File: src/rtl/iccm_arb_pkg.sv
// Shared types and default widths for the ICCM port arbiter.
package iccm_arb_pkg;

  localparam int unsigned DefaultAw = 12;
  localparam int unsigned DefaultDw = 32;

  typedef enum logic [1:0] {
    GNT_NONE,
    GNT_BUS,
    GNT_PROG
  } grant_e;

  typedef struct packed {
    logic [DefaultAw-1:0] addr;
    logic [DefaultDw-1:0] data;
  } prog_wr_t;

endpackage

File: src/rtl/iccm_wr_fifo.sv
// Synchronous FIFO buffering programmer writes; pointers carry one extra wrap bit.
module iccm_wr_fifo
  import iccm_arb_pkg::*;
#(
  parameter int unsigned Depth   = 4,
  parameter type         entry_t = prog_wr_t
) (
  input  logic   clk_i,
  input  logic   rst_i,
  input  logic   push_i,
  input  entry_t wdata_i,
  input  logic   pop_i,
  output entry_t rdata_o,
  output logic   full_o,
  output logic   empty_o
);

  localparam int unsigned PtrW = $clog2(Depth);

  logic [PtrW:0] wr_q, wr_d;
  logic [PtrW:0] rd_q, rd_d;
  entry_t        mem_q [Depth];
  logic          push_ok, pop_ok;

  assign empty_o = (wr_q == rd_q);
  assign full_o  = (wr_q[PtrW] != rd_q[PtrW]) && (wr_q[PtrW-1:0] == rd_q[PtrW-1:0]);
  assign rdata_o = mem_q[rd_q[PtrW-1:0]];

  // A pop only retires an existing head; a full FIFO takes a push only alongside a pop.
  assign pop_ok  = pop_i && !empty_o;
  assign push_ok = push_i && (!full_o || pop_ok);

  // Next pointer values.
  always_comb begin
    wr_d = wr_q;
    rd_d = rd_q;
    if (push_ok) wr_d = wr_q + 1'b1;
    if (pop_ok)  rd_d = rd_q + 1'b1;
  end

  // Pointer registers; reset discards all buffered entries.
  always_ff @(posedge clk_i) begin
    if (rst_i) begin
      wr_q <= '0;
      rd_q <= '0;
    end else begin
      wr_q <= wr_d;
      rd_q <= rd_d;
    end
  end

  // Entry storage, no reset needed since validity comes from the pointers.
  always_ff @(posedge clk_i) begin
    if (push_ok) mem_q[wr_q[PtrW-1:0]] <= wdata_i;
  end

endmodule

File: src/rtl/iccm_port_arbiter.sv
// Shares the single-port ICCM between the bus adapter and the buffered boot programmer.
module iccm_port_arbiter
  import iccm_arb_pkg::*;
#(
  parameter int unsigned AW        = DefaultAw,
  parameter int unsigned DW        = DefaultDw,
  parameter int unsigned FifoDepth = 4,
  parameter int unsigned MaxWait   = 4
) (
  input  logic          clk_i,
  input  logic          rst_i,
  input  logic          bus_req_i,
  input  logic          bus_we_i,
  input  logic [AW-1:0] bus_addr_i,
  input  logic [DW-1:0] bus_wdata_i,
  input  logic [DW-1:0] bus_wmask_i,
  output logic          bus_gnt_o,
  output logic          bus_rvalid_o,
  output logic [DW-1:0] bus_rdata_o,
  input  logic          prog_we_i,
  input  logic [AW-1:0] prog_addr_i,
  input  logic [DW-1:0] prog_wdata_i,
  input  logic          prog_lock_i,
  output logic          mem_req_o,
  output logic          mem_we_o,
  output logic [AW-1:0] mem_addr_o,
  output logic [DW-1:0] mem_wdata_o,
  output logic [DW-1:0] mem_wmask_o,
  input  logic [DW-1:0] mem_rdata_i,
  output logic          fifo_empty_o,
  output logic          ovf_o
);

  localparam int unsigned CntW = $clog2(MaxWait + 1);

  // Same layout as prog_wr_t but follows this instance's AW/DW.
  typedef struct packed {
    logic [AW-1:0] addr;
    logic [DW-1:0] data;
  } entry_t;

  grant_e        gnt;
  entry_t        push_entry, head;
  logic          fifo_full, fifo_empty, pop;
  logic [CntW-1:0] starve_q, starve_d;
  logic          rd_q, rd_d;
  logic          ovf_q, ovf_d;

  assign push_entry = '{addr: prog_addr_i, data: prog_wdata_i};
  assign pop        = (gnt == GNT_PROG);

  iccm_wr_fifo #(
    .Depth   (FifoDepth),
    .entry_t (entry_t)
  ) u_fifo (
    .clk_i   (clk_i),
    .rst_i   (rst_i),
    .push_i  (prog_we_i),
    .wdata_i (push_entry),
    .pop_i   (pop),
    .rdata_o (head),
    .full_o  (fifo_full),
    .empty_o (fifo_empty)
  );

  // Grant decision and memory port mux; the winner drives mem_* in the same cycle.
  always_comb begin
    gnt         = GNT_NONE;
    bus_gnt_o   = 1'b0;
    mem_req_o   = 1'b0;
    mem_we_o    = 1'b0;
    mem_addr_o  = '0;
    mem_wdata_o = '0;
    mem_wmask_o = '0;
    if (!fifo_empty && (prog_lock_i || starve_q == CntW'(MaxWait))) gnt = GNT_PROG;
    else if (bus_req_i)                                             gnt = GNT_BUS;
    else if (!fifo_empty)                                           gnt = GNT_PROG;
    unique case (gnt)
      GNT_BUS: begin
        bus_gnt_o   = 1'b1;
        mem_req_o   = 1'b1;
        mem_we_o    = bus_we_i;
        mem_addr_o  = bus_addr_i;
        mem_wdata_o = bus_wdata_i;
        mem_wmask_o = bus_wmask_i;
      end
      GNT_PROG: begin
        mem_req_o   = 1'b1;
        mem_we_o    = 1'b1;
        mem_addr_o  = head.addr;
        mem_wdata_o = head.data;
        mem_wmask_o = '1;
      end
      default: ;
    endcase
  end

  // Starvation counter, read tracker and sticky overflow next-state.
  always_comb begin
    starve_d = starve_q;
    if (gnt == GNT_PROG || fifo_empty) begin
      starve_d = '0;
    end else if (gnt == GNT_BUS && starve_q != CntW'(MaxWait)) begin
      starve_d = starve_q + CntW'(1);
    end
    rd_d  = (gnt == GNT_BUS) && !bus_we_i;
    ovf_d = ovf_q || (prog_we_i && fifo_full && !pop);
  end

  // State registers.
  always_ff @(posedge clk_i) begin
    if (rst_i) begin
      starve_q <= '0;
      rd_q     <= 1'b0;
      ovf_q    <= 1'b0;
    end else begin
      starve_q <= starve_d;
      rd_q     <= rd_d;
      ovf_q    <= ovf_d;
    end
  end

  assign bus_rvalid_o = rd_q;
  assign bus_rdata_o  = mem_rdata_i;
  assign fifo_empty_o = fifo_empty;
  assign ovf_o        = ovf_q;

endmodule

File: config.mk
export PLATFORM = sky130hd
export DESIGN_NAME = iccm_port_arbiter
export DESIGN_NICKNAME = d
export VERILOG_FILES = /design/src/rtl/iccm_arb_pkg.sv /design/src/rtl/iccm_wr_fifo.sv /design/src/rtl/iccm_port_arbiter.sv
export SDC_FILE = /design/constraint.sdc
export NUM_CORES = 1
export LEC_CHECK = 0
export CORE_UTILIZATION = 35
export CTS_CLUSTER_DIAMETER = 120
export DETAILED_ROUTE_END_ITERATION = 7
export GPL_TIMING_DRIVEN = 1
export SYNTH_ARGS = -nofsm -noshare
export SYNTH_HDL_FRONTEND = slang
export SYNTH_SLANG_ARGS = --single-unit
File: constraint.sdc
create_clock -name clk_i -period 12.7 [get_ports clk_i]
set_input_delay 3.175 -clock clk_i [delete_from_list [all_inputs] [get_ports clk_i]]
set_output_delay 3.175 -clock clk_i [all_outputs]
set_load 0.005 [all_outputs]
==> metrics list, run 1 <==
* Post-route minimum period: 9210 ps
- Entering global routing, the biggest net connects 81 pins.
- In the final routed layout, each cell accounts on average for 18.7 um.
* Most area-hungry cell type in the Yosys netlist: edfxtp_1
- Clock sinks: 189
- Total iterations of the first detailed-routing run: 4
- For this run, the top clock speed supported by timing is 109 MHz.
* Count of max-cap constraint violations: 0
- At the pin with the least slew margin, the transition time is 935 ps.
- Buffers added to address setup during post-CTS repair amount to 0.
- Minimum setup slack in the final design: 3490 ps
- The worst hold path belongs to the class register to register.
* Global-route wire length before repair: 29,000 um
- Dividing total power by cell area gives a power density of 178 mW/mm^2.
* Synthesis-stage register bit count: 189
- The floorplan has 55 rows.
* WS Path Type: input port to output pin
- Yosys printed 0 warnings.
- The floorplan step set the die height to 154 um.
- Post-cts repair resize count: 0
* Clock root cell: clkbuf_16
* Number of top-level design ports: 272
* Pwr Total: 1.93 mW
- In this run, synthesis inferred 176 flip-flops with an integrated enable.
* Antenna violations before repair: 2
- Count of nets after finishing: 888
- Number of global-route vias before repair: 5,123
- The worst setup path is captured at an output pin.
* Clock Skews: 9.97 ps
- Wire segments on met3 add up to 1180 um in the final route.
* Final ANT Viol Nets: 0
* Mapped Nets: 719
- Among all flip-flop cells after synthesis, the most frequent one is edfxtp_1.
* H-Tree Level Count: 4
- Met1 wire length: 7920 um
- Global routing used 16.4% of the available tracks.
- Setup repair after global routing left no endpoint under its margin.
- The mapped netlist covers 0.00813 sq mm.
- Register area share after synthesis: 68.2%
* Final GP Congestion: 0.877
- DP Wirelength: 12,100 um
- Final Hold Viols: 0
- After synthesis, the cell types taking the most area are edfxtp_1 (65%), mux4_2 (12%), nand2_1 (7.2%), dfxtp_1 (3.2%), buf_4 (3.0%).
- Of the cells placed in the final design, the portion with a size suffix greater than 1 is 12.6%.
- Element type at the critical path start: input port
- Via-per-instance ratio: 4.85
- After synthesis, the share of flip-flops with an asynchronous set or reset is 0%.
- Die Area: 0.0238 sq mm
- Maximum clock path buffer count: 2
- Clock-pin transition on the worst setup and hold timing paths: 60 ps
* Clock buffers created by TritonCTS: 17
- For this run, the share of the core covered by cells in the final layout is 47.8%.
- Result of the run: complete, no violations
- The initial utilization of the core area, before any placement, comes to 35.8%.
* Post-route DRC violation count: 0
* Die Wd: 154 um
- Count of hold buffers inserted by post-cts repair: 0
- For this design the static power due to leakage is 3.71 nW.
- Highest routed layer: met4
- In the detailed route, the total length drawn on met2 is 9480 um.
* Total detailed-routing wirelength: 19,100 um
- The total overflow left after global routing is 0.
- Input and output buffers added on the ports amount to 207.
* Routed vias: 4,958
- Detailed router's first-iteration violation count: 292
* Aggregate negative setup slack: 0 ps
- Relative slew slack: 37.7%
* Clk Latency, worst-skew pair: 420 ps
* Hold Worst Slack: 453 ps
* Share of the clock period used by the worst path after layout: 72.5%
* CP max FO: 80
- Maximum ir drop on the vdd rail: 92.2 uV
- The setup check on the worst reg-to-reg path leaves a slack of 10,150 ps.
* Number of fill cells: 2,011
- Synthesis produced 554 cells.
* Place WS: 3420 ps
- edfxtp_1 is the most common cell in the netlist.
* Cell types with the highest counts after synthesis: edfxtp_1 (176), nand2_1 (157), mux4_2 (44), o21ai_1 (44), buf_4 (33)
* Number of slew-limit violations in the final report: 0
* Count of endpoints failing setup in the final report: 0
* Number of distinct library cells after synthesis: 30
- Worst path required time: 9520 ps
- Area of the core: 0.0227 sq mm
- Syn avg cell area: 14.7 sq um
* Area added between synthesis and finish: 33.5%
* Area fraction of the dominant cell type after synthesis: 65.0%
* Arrival time at the worst endpoint: 6030 ps
- TritonCTS built the clock tree.
critical path: stages:
cell and delay (ps):
buf_2 100, buf_4 350, nand2b_1 310, o32a_2 690
buf_4 580, nand2_1 160, o21ai_1 110, clkdlybuf4s50_1 520
placed cells by master (no fill, tap or decap), drive strengths merged, types with 2 or more instances in the layout:
master and n:
a21oi 2, a31oi 2, and2 5, buf 9, bufinv 2, clkbuf 18, clkdlybuf4s50 206, clkinv 5
dfxtp 13, edfxtp 176, ha 7, inv 13, mux2 2, mux4 44, nand2 157, nand2b 4
nor2 11, o21ai 45, xnor2 2, xor2 3
per-stage QoR:
| step | instances | instance area (sq um) |
|---|---|---|
| after detailed placement | 989 | 10300 |
| after global placement | 989 | 10300 |
| after floorplan | 554 | 8130 |
| after CTS | 1021 | 10900 |
| after global routing | 1021 | 10900 |
| final | 1022 | 10900 |
registers in the layout, summed over array words and instances, names as in the netlist, named ones only:
| signal | flops |
|---|---|
| ovf_o | 1 |
| u_fifo.wr_q | 3 |
| u_fifo.mem_q | 176 |
| u_fifo.rd_q | 3 |
| starve_q | 3 |
| bus_rvalid_o | 1 |
area by class of cell:
cell class              instances  area, sq um  share of cell area (%)
diodes                          1         2.50                  0.0231
clock buffers                  18          429                    3.95
clock inverters                14          155                    1.43
inverters                       7         26.3                   0.242
multi-input cells             293         2210                    20.3
flip-flops and latches        189         5550                    51.1
well taps                     285          357                    3.29
repair buffers                215         2130                    19.6
cell families (layout without fill, tap and decap cells):
logic type	Yosys count	in the layout	synth area share (%)
multiplexers	47	47	12.6
adder cells (fa/ha/maj)	7	7	1.08
AO/OA/AOI/OAI	52	52	3.55
XOR/XNOR	5	5	0.631
other	0	1	0
buffers and inverters	72	254	5.06
AND/OR/NAND/NOR	182	182	8.89
flip-flops	189	189	68.2
final timing paths:
check                       from         endpoint  depth (start not counted)
setup / recovery       bus_req_i  mem_wdata_o[23]                          8
hold / removal       starve_q[0]      starve_q[0]                          1
setup reg to reg  u_fifo.wr_q[0]   u_fifo.rd_q[0]                          5
hold reg to reg      starve_q[0]      starve_q[0]                          1
report_power, final:
group,switching (mW),internal [mW]
clock network,0.229,0.294
registers,0.0472,0.715
logic,0.266,0.380
total,0.542,1.39
layer usage:
layer,vias to the layer above,GRT usage [%]
met5,-,0
met4,0,8.11
met3,55,4.17
met2,143,27.4
met1,2429,19.7
li1,2331,-
Note: power is estimated with default switching activity, not from simulation.
==> inputs of run 2 (changes only) <==
--- a/config.mk
+++ b/config.mk
@@ -9,6 +9,7 @@
 export CTS_CLUSTER_DIAMETER = 120
 export DETAILED_ROUTE_END_ITERATION = 7
 export GPL_TIMING_DRIVEN = 1
+export PLACE_DENSITY = 0.66
 export SYNTH_ARGS = -nofsm -noshare
 export SYNTH_HDL_FRONTEND = slang
 export SYNTH_SLANG_ARGS = --single-unit
==> constraint.sdc (replaced) <==
create_clock -name clk_i -period 8 [get_ports clk_i]
set_input_delay 2 -clock clk_i [delete_from_list [all_inputs] [get_ports clk_i]]
set_output_delay 2 -clock clk_i [all_outputs]
set_load 0.005 [all_outputs]
==> run 2 against run 1 <==
Hold slack improved by 2.4 ps. Global-route usage rose by 0.89 points. Sequential power rose by 59%. Clock power rose by 63%. Non-clock buffer count rose by 1. Sequential share of layout area fell by 0.11 points. Final area rose by 0.21%. Clock skew rose by 2.4 ps. Setup slack got worse by 1500 ps. Utilization rose by 0.099 points. Critical path depth fell by 1. Highest routed layer is now met5.
==> metrics list, run 2 (same netlist as run 1, synthesis figures left out) <==
* Result of the run: complete, no violations
* Critical path's slowest cell: clkdlybuf4s50_1
- Leakage: 3.72 nW (+0.23%)
- Initial Util: 35.8% (unchanged)
- The number of buffers added on ports was 207 (unchanged).
- The clock transition at the registers of the reported paths was 80 ps (+20 ps).
- The worst setup path is of the input port to output pin kind.
- The sum of net half-perimeters after detailed placement came to 13,100 um (+8.4%).
- The total cell area at the placement stage is 0.0103 sq mm (about the same).
- Routed length per instance: 19.8 um (+5.6%)
- Met1 wire length: 8250 um (+4.2%)
- Buffer and inverter count on the worst path: 3 (-1)
- Total power divided by cell area: 286 mW/mm^2 (+61%)
* Routed vias: 5,017 (+1.2%)
- The worst setup path is launched from an input port.
* Area of the core: 0.0227 sq mm (unchanged)
- Metal3 WL: 994 um (-16%)
- Routed length on met2: 10,200 um (+7.7%)
* Post-route DRC violation count: 0 (unchanged)
- The setup violation total in the final timing report is 0 (unchanged).
* Count of hold buffers inserted by post-cts repair: 0 (unchanged)
- The data arrival at the endpoint of the critical path was 4040 ps (-1990 ps).
* Post-route minimum period: 6040 ps
- Highest routed layer: met5
- The mean number of vias per cell was 4.91 (+1.3%).
- Detailed router's first-iteration violation count: 223 (-24%)
* CTS tree: yes
- The number of cells on the worst reg-to-reg path came to 5 (unchanged).
- Worst Tran Pin Value: 931 ps (-3.81 ps)
* Clock sinks: 189 (unchanged)
- STA classifies the critical path endpoint as an output pin.
- Maximum ir drop on the vdd rail: 126 uV (+37%)
- The global-route wire length before repair is 30,400 um (+4.9%).
* Share of the clock period used by the worst path after layout: 75.5%
- The path with the worst hold slack has its endpoint at starve_q[0].
- The number of failing hold endpoints at the final stage came to 0 (unchanged).
- The site row count came to 55 (unchanged).
- Number of slew-limit violations in the final report: 0 (unchanged)
* Total detailed-routing wirelength: 20,200 um (+5.5%)
- The top-level I/O count was 272 (unchanged).
- The startpoint identified for the worst hold timing path is starve_q[0].
* WHS Path Cells: 1 (unchanged)
- Final GP Congestion: 0.842 (-4.0%)
* Final ANT Viol Nets: 0 (unchanged)
* Setup repair after global routing missed its margin: no
* Count of nets after finishing: 889 (+0.11%)
- Counting stages on the worst path, the most repeated cell is clkdlybuf4s50_1.
- CP max FO: 41 (-49%)
* Maximum clock path buffer count: 2 (unchanged)
- The largest stage delay on the critical path was 530 ps (-160 ps).
* Post-route standard cell area excluding fillers: 0.0109 sq mm (+0.21%)
* Most used cells in the layout excluding fill and tap cells: clkdlybuf4s50_1 (206), edfxtp_1 (176), nand2_1 (157)
* Setup Buffers After CTS: 0 (unchanged)
- The first-pass iteration count of the detailed router is 4 (unchanged).
* Area added between synthesis and finish: 33.7%
- The endpoint required time on the critical path is 6000 ps (-3520 ps).
- Clk Latency, worst-skew pair: 430 ps (about the same)
- The number of antenna cells inserted was 0 (-1).
* Die Wd: 154 um (unchanged)
* H-Tree Level Count: 4 (unchanged)
- The final hold slack is 455 ps (+2.41 ps).
* Die H: 154 um (unchanged)
- The reg-to-reg setup timing slack was 5470 ps (-4680 ps).
- The proportion of layout cells with a drive suffix above 1 is 13.0% (+0.41 points).
* Critical register-to-register path endpoint: u_fifo.mem_q[2][14]
- Largest net degree at the start of global routing: 62 (-23%)
- Antenna violations before repair: 1 (-1)
- Start of the worst register-to-register path: u_fifo.wr_q[0]
- The via count of the first global-routing pass was 5,208 (+1.7%).
- The count of maximum capacitance violations came to 0 (unchanged).
* Post-cts repair resize count: 0 (unchanged)
- Commonest non-fill, non-tap cell in the layout: clkdlybuf4s50_1
- The worst clock skew is 12.4 ps (+2.41 ps).
* Number of flip-flops in the largest register: 176 (unchanged)
- Total global-route track usage: 17.3% (+0.89 points)
- The path class of the tightest hold or removal check is register to register.
- Crit. Startpoint: prog_lock_i
- Family with the most delay on the worst path: buffers and inverters
- The number of buffers inserted during clock tree synthesis was 17 (unchanged).
* Global route total overflow: 0 (unchanged)
- Aggregate negative setup slack: 0 ps (unchanged)
* Achievable frequency: 166 MHz
- Relative slew slack: 37.9% (+0.25 points)
* Crit path cell chain: clkdlybuf4s50_1, nand2b_1, o32a_2, buf_4, nand2_1, o21ai_1, clkdlybuf4s50_1
- Die Area: 0.0238 sq mm (unchanged)
* Clock root cell: clkbuf_16
-- run 2: cell types whose count changed in the layout (fill, tap and decap cells not counted), moves of 2 or more --
| cell | change |
|---|---|
| clkinv_1 | -2 |
| clkinv_8 | +3 |
| inv_8 | +3 |
| inv_6 | -2 |
-- run 2: worst max path at each step --
stage | to | cells past startpoint
2_1_floorplan | u_fifo.wr_q[2] | 5
3_3_place_gp | mem_wdata_o[10] | 7
6_report | mem_wdata_o[10] | 7
4_1_cts | mem_wdata_o[10] | 7
5_1_grt | mem_wdata_o[13] | 7
3_5_place_dp | mem_wdata_o[10] | 7
-- run 2: report_power, final --
group / switching (mW) / internal (mW) / total (mW)
sequential: 0.0717 / 1.13 / 1.21
clock: 0.403 / 0.448 / 0.851
combinational: 0.446 / 0.607 / 1.05
total: 0.920 / 2.19 / 3.11
-- run 2: cell type report --
cell class              instances  area [sq um]
multi-input cells             293          2210
clock buffers                  17           425
well taps                     285           357
fillers                      2001         11800
flip-flops and latches        189          5550
clock inverters                14           176
inverters                       7          26.3
repair buffers                216          2130
-- run 2: worst reg2reg max path: stages (launching register included) --
cell	delay, ps
dfxtp_1	430
xor2_1	420
nor2_1	200
a31oi_2	340
and2_2	190
buf_4	550
-- run 2: routing by layer --
metal  vias to the layer above  track usage (%)
li1                       2330                -
met1                      2478             19.7
met2                       145             30.4
met3                        62             4.34
met4                         2             8.06
met5                         -                0
-- run 2: stage by stage --
| step | setup WS [ps] | power [mW] | instances | util [%] |
|---|---|---|---|---|
| 3_3_place_gp | 1980 | 2.31 | 990 | 45.2 |
| 2_1_floorplan | 2760 | 1.72 | 554 | - |
| 5_1_grt | 1830 | 3.26 | 1021 | 47.9 |
| 4_1_cts | 1940 | 3.16 | 1021 | 47.9 |
| 6_report | 1960 | 3.11 | 1021 | 47.9 |
| 3_5_place_dp | 1950 | 2.30 | 990 | 45.2 |
==> inputs of run 3 (changes only) <==
--- a/config.mk
+++ b/config.mk
@@ -9,7 +9,6 @@
 export CTS_CLUSTER_DIAMETER = 120
 export DETAILED_ROUTE_END_ITERATION = 7
 export GPL_TIMING_DRIVEN = 1
-export PLACE_DENSITY = 0.66
 export SYNTH_ARGS = -nofsm -noshare
 export SYNTH_HDL_FRONTEND = slang
 export SYNTH_SLANG_ARGS = --single-unit
==> constraint.sdc (replaced) <==
create_clock -name clk_i -period 5.9 [get_ports clk_i]
set_input_delay 1.475 -clock clk_i [delete_from_list [all_inputs] [get_ports clk_i]]
set_output_delay 1.475 -clock clk_i [all_outputs]
set_load 0.005 [all_outputs]
==> run 3 against run 2 <==
Cell count is 0.29% higher. Clock power rose by 35%. Clock skew down 0.82 ps. First-iteration DRC count increased by 26%. Wire length shrank 4.5%. Total power is 35% higher. Global-route usage fell by 0.65 points. Die area stayed put. Sequential share of layout area shrank 0.12 points. Register-to-register slack got worse by 2500 ps. Final area increased by 0.23%. Critical path type unchanged. Largest cell class unchanged.
==> metrics list, run 3 (same netlist as run 1, synthesis figures left out) <==
* Result of the run: complete, no violations
* Die H: 154 um (unchanged)
- The data arrival at the endpoint of the critical path came to 3640 ps (-400 ps).
- The largest fanout of any net on the critical path is 60 (+46%).
* Element type at the critical path end: output pin
- Row cnt: 55 (unchanged)
- Total detailed-routing wirelength: 19,300 um (-4.5%)
- Global-route wire length before repair: 29,600 um (-2.7%)
- Total global-route track usage: 16.6% (-0.65 points)
- Routed signal wires occupy layers up through met4.
* Total iterations of the first detailed-routing run: 4 (unchanged)
- Most used cells in the layout excluding fill and tap cells: clkdlybuf4s50_1 (206), edfxtp_1 (176), nand2_1 (157)
* Element type at the critical path start: input port
* Post-route DRC violation count: 0 (unchanged)
- The worst hold path begins at starve_q[0].
- The slew at the pin with the worst max-slew slack is 956 ps (+24.6 ps).
- TritonCTS built the clock tree.
- The number of buffers added on ports is 207 (unchanged).
* Relative slew slack: 36.3% (-1.6 points)
* Antenna violations before repair: 2 (+1)
* Detailed router's first-iteration violation count: 281 (+26%)
- The final weighted congestion in routability-driven placement is 0.904 (+7.4%).
* Count of hold buffers inserted by post-cts repair: 0 (unchanged)
* Minimum setup slack among reg-to-reg paths: 3000 ps (-2470 ps)
* Number of top-level design ports: 272 (unchanged)
* DP Wirelength: 12,800 um (-2.1%)
- Metal3 WL: 1290 um (+30%)
* Initial Util: 35.8% (unchanged)
- Leaving out fill and tap cells, the most frequent cell in the layout is clkdlybuf4s50_1.
- Area of the core: 0.0227 sq mm (unchanged)
* Leakage: 3.73 nW (+0.25%)
- The worst path uses 86.7% of the clock period.
- Maximum ir drop on the vdd rail: 189 uV (+50%)
* Critical register-to-register path endpoint: u_fifo.mem_q[1][10]
- The overall power consumption was 4.21 mW (+35%).
* Ratio of cells with drive above 1 in the final layout: 13.2% (+0.12 points)
* Largest net degree at the start of global routing: 80 (+29%)
- The area of all placed cells without fillers was 0.0109 sq mm (+0.23%).
* Maximum clock path buffer count: 2 (unchanged)
- Die Area: 0.0238 sq mm (unchanged)
- The post-detailed-route count of antenna-violating nets is 0 (unchanged).
- Global route total overflow: 0 (unchanged)
- The pre-CTS worst setup slack came to 735 ps (-1220 ps).
- Area post-placement: 0.0103 sq mm (+0.12%)
- Setup repair after global routing left no endpoint under its margin.
- The final-stage net count was 889 (unchanged).
- The clock net sink count is 189 (unchanged).
* Clk Latency, worst-skew pair: 430 ps (about the same)
- The via count of the first global-routing pass is 5,221 (+0.25%).
- The endpoint required time on the critical path came to 4430 ps (-1570 ps).
- Achievable frequency: 196 MHz
- WHS Path Cells: 1 (unchanged)
- The total number of H-tree levels was 4 (unchanged).
* WS Path Type: input port to output pin
- Minimum setup slack in the final design: 786 ps (-1180 ps)
- The path class of the tightest hold or removal check is register to register.
* Start of the worst register-to-register path: u_fifo.wr_q[1]
- The post-cts sizing count came to 0 (unchanged).
* Via-per-instance ratio: 4.87 (-0.97%)
* Die Wd: 154 um (unchanged)
- The number of failing hold endpoints at the final stage is 0 (unchanged).
- Count of endpoints failing setup in the final report: 0 (unchanged)
* Count of max-cap constraint violations: 0 (unchanged)
- Clock root cell: clkbuf_16
* Reg2Reg Depth: 5 (unchanged)
- Number of slew-limit violations in the final report: 0 (unchanged)
* Routed length on met2: 9460 um (-7.4%)
- Routed length per instance: 18.8 um (-4.8%)
- The total negative slack is 0 ps (unchanged).
* Worst Hold Path EP: starve_q[0]
- The clock transition at the registers of the reported paths is 70 ps (about the same).
* Total power divided by cell area: 386 mW/mm^2 (+35%)
* Routed vias: 4,983 (-0.68%)
- Number of flip-flops in the largest register: 176 (unchanged)
* Area added between synthesis and finish: 34.1%
* Clock Skews: 11.6 ps (-0.821 ps)
- The post-route met1 wirelength was 7970 um (-3.4%).
- Setup Buffers After CTS: 0 (unchanged)
- After layout, the minimum clock period comes to 5110 ps.
- The number of buffers inserted during clock tree synthesis is 17 (unchanged).
==> run 3: worst max-delay path by stage <==
stage               depth (start not counted)               to  slack (ps)         from
floorplan                                   5   u_fifo.wr_q[2]        1180    bus_req_i
global placement                            7  mem_wdata_o[27]         790  prog_lock_i
detailed placement                          7  mem_wdata_o[23]         740  prog_lock_i
CTS                                         7  mem_wdata_o[23]         730  prog_lock_i
global route                                7    mem_addr_o[0]         660  prog_lock_i
finish                                      7    mem_addr_o[0]         790  prog_lock_i
==> run 3: layout make-up <==
cell class	count	area, sq um
Timing Repair Buffer	216	2150
Multi-Input combinational cell	293	2210
Clock inverter	15	184
Inverter	7	26.3
Tap cell	285	357
Clock buffer	17	425
Antenna cell	2	5.00
Fill cell	1989	11800
Sequential cell	189	5550
==> run 3: through the flow <==
stage,util [%],hold slack [ps],instances
2_1_floorplan,-,417,554
3_3_place_gp,45.3,427,990
3_5_place_dp,45.3,435,990
4_1_cts,48.0,445,1022
5_1_grt,48.0,471,1022
6_report,48.0,443,1024
==> run 3: report_power, final <==
part | total, mW | internal [mW] | switching, mW | leakage (nW)
registers | 1.66 | 1.54 | 0.117 | 1.72
clock network | 1.15 | 0.640 | 0.513 | 0.293
logic | 1.40 | 0.833 | 0.564 | 1.71
==> run 3: critical path, stage by stage <==
cell             delay [ps]
clkdlybuf4s50_1         490
nand2b_1                230
o32a_2                  360
buf_12                  280
nand2_1                 130
o21ai_1                 100
clkdlybuf4s50_1         510
==> run 3: per-layer routing <==
metal,vias up,global-route usage (%)
li1,2337,-
met1,2430,20.0
met2,159,27.9
met3,57,4.90
met4,0,7.07
met5,-,0
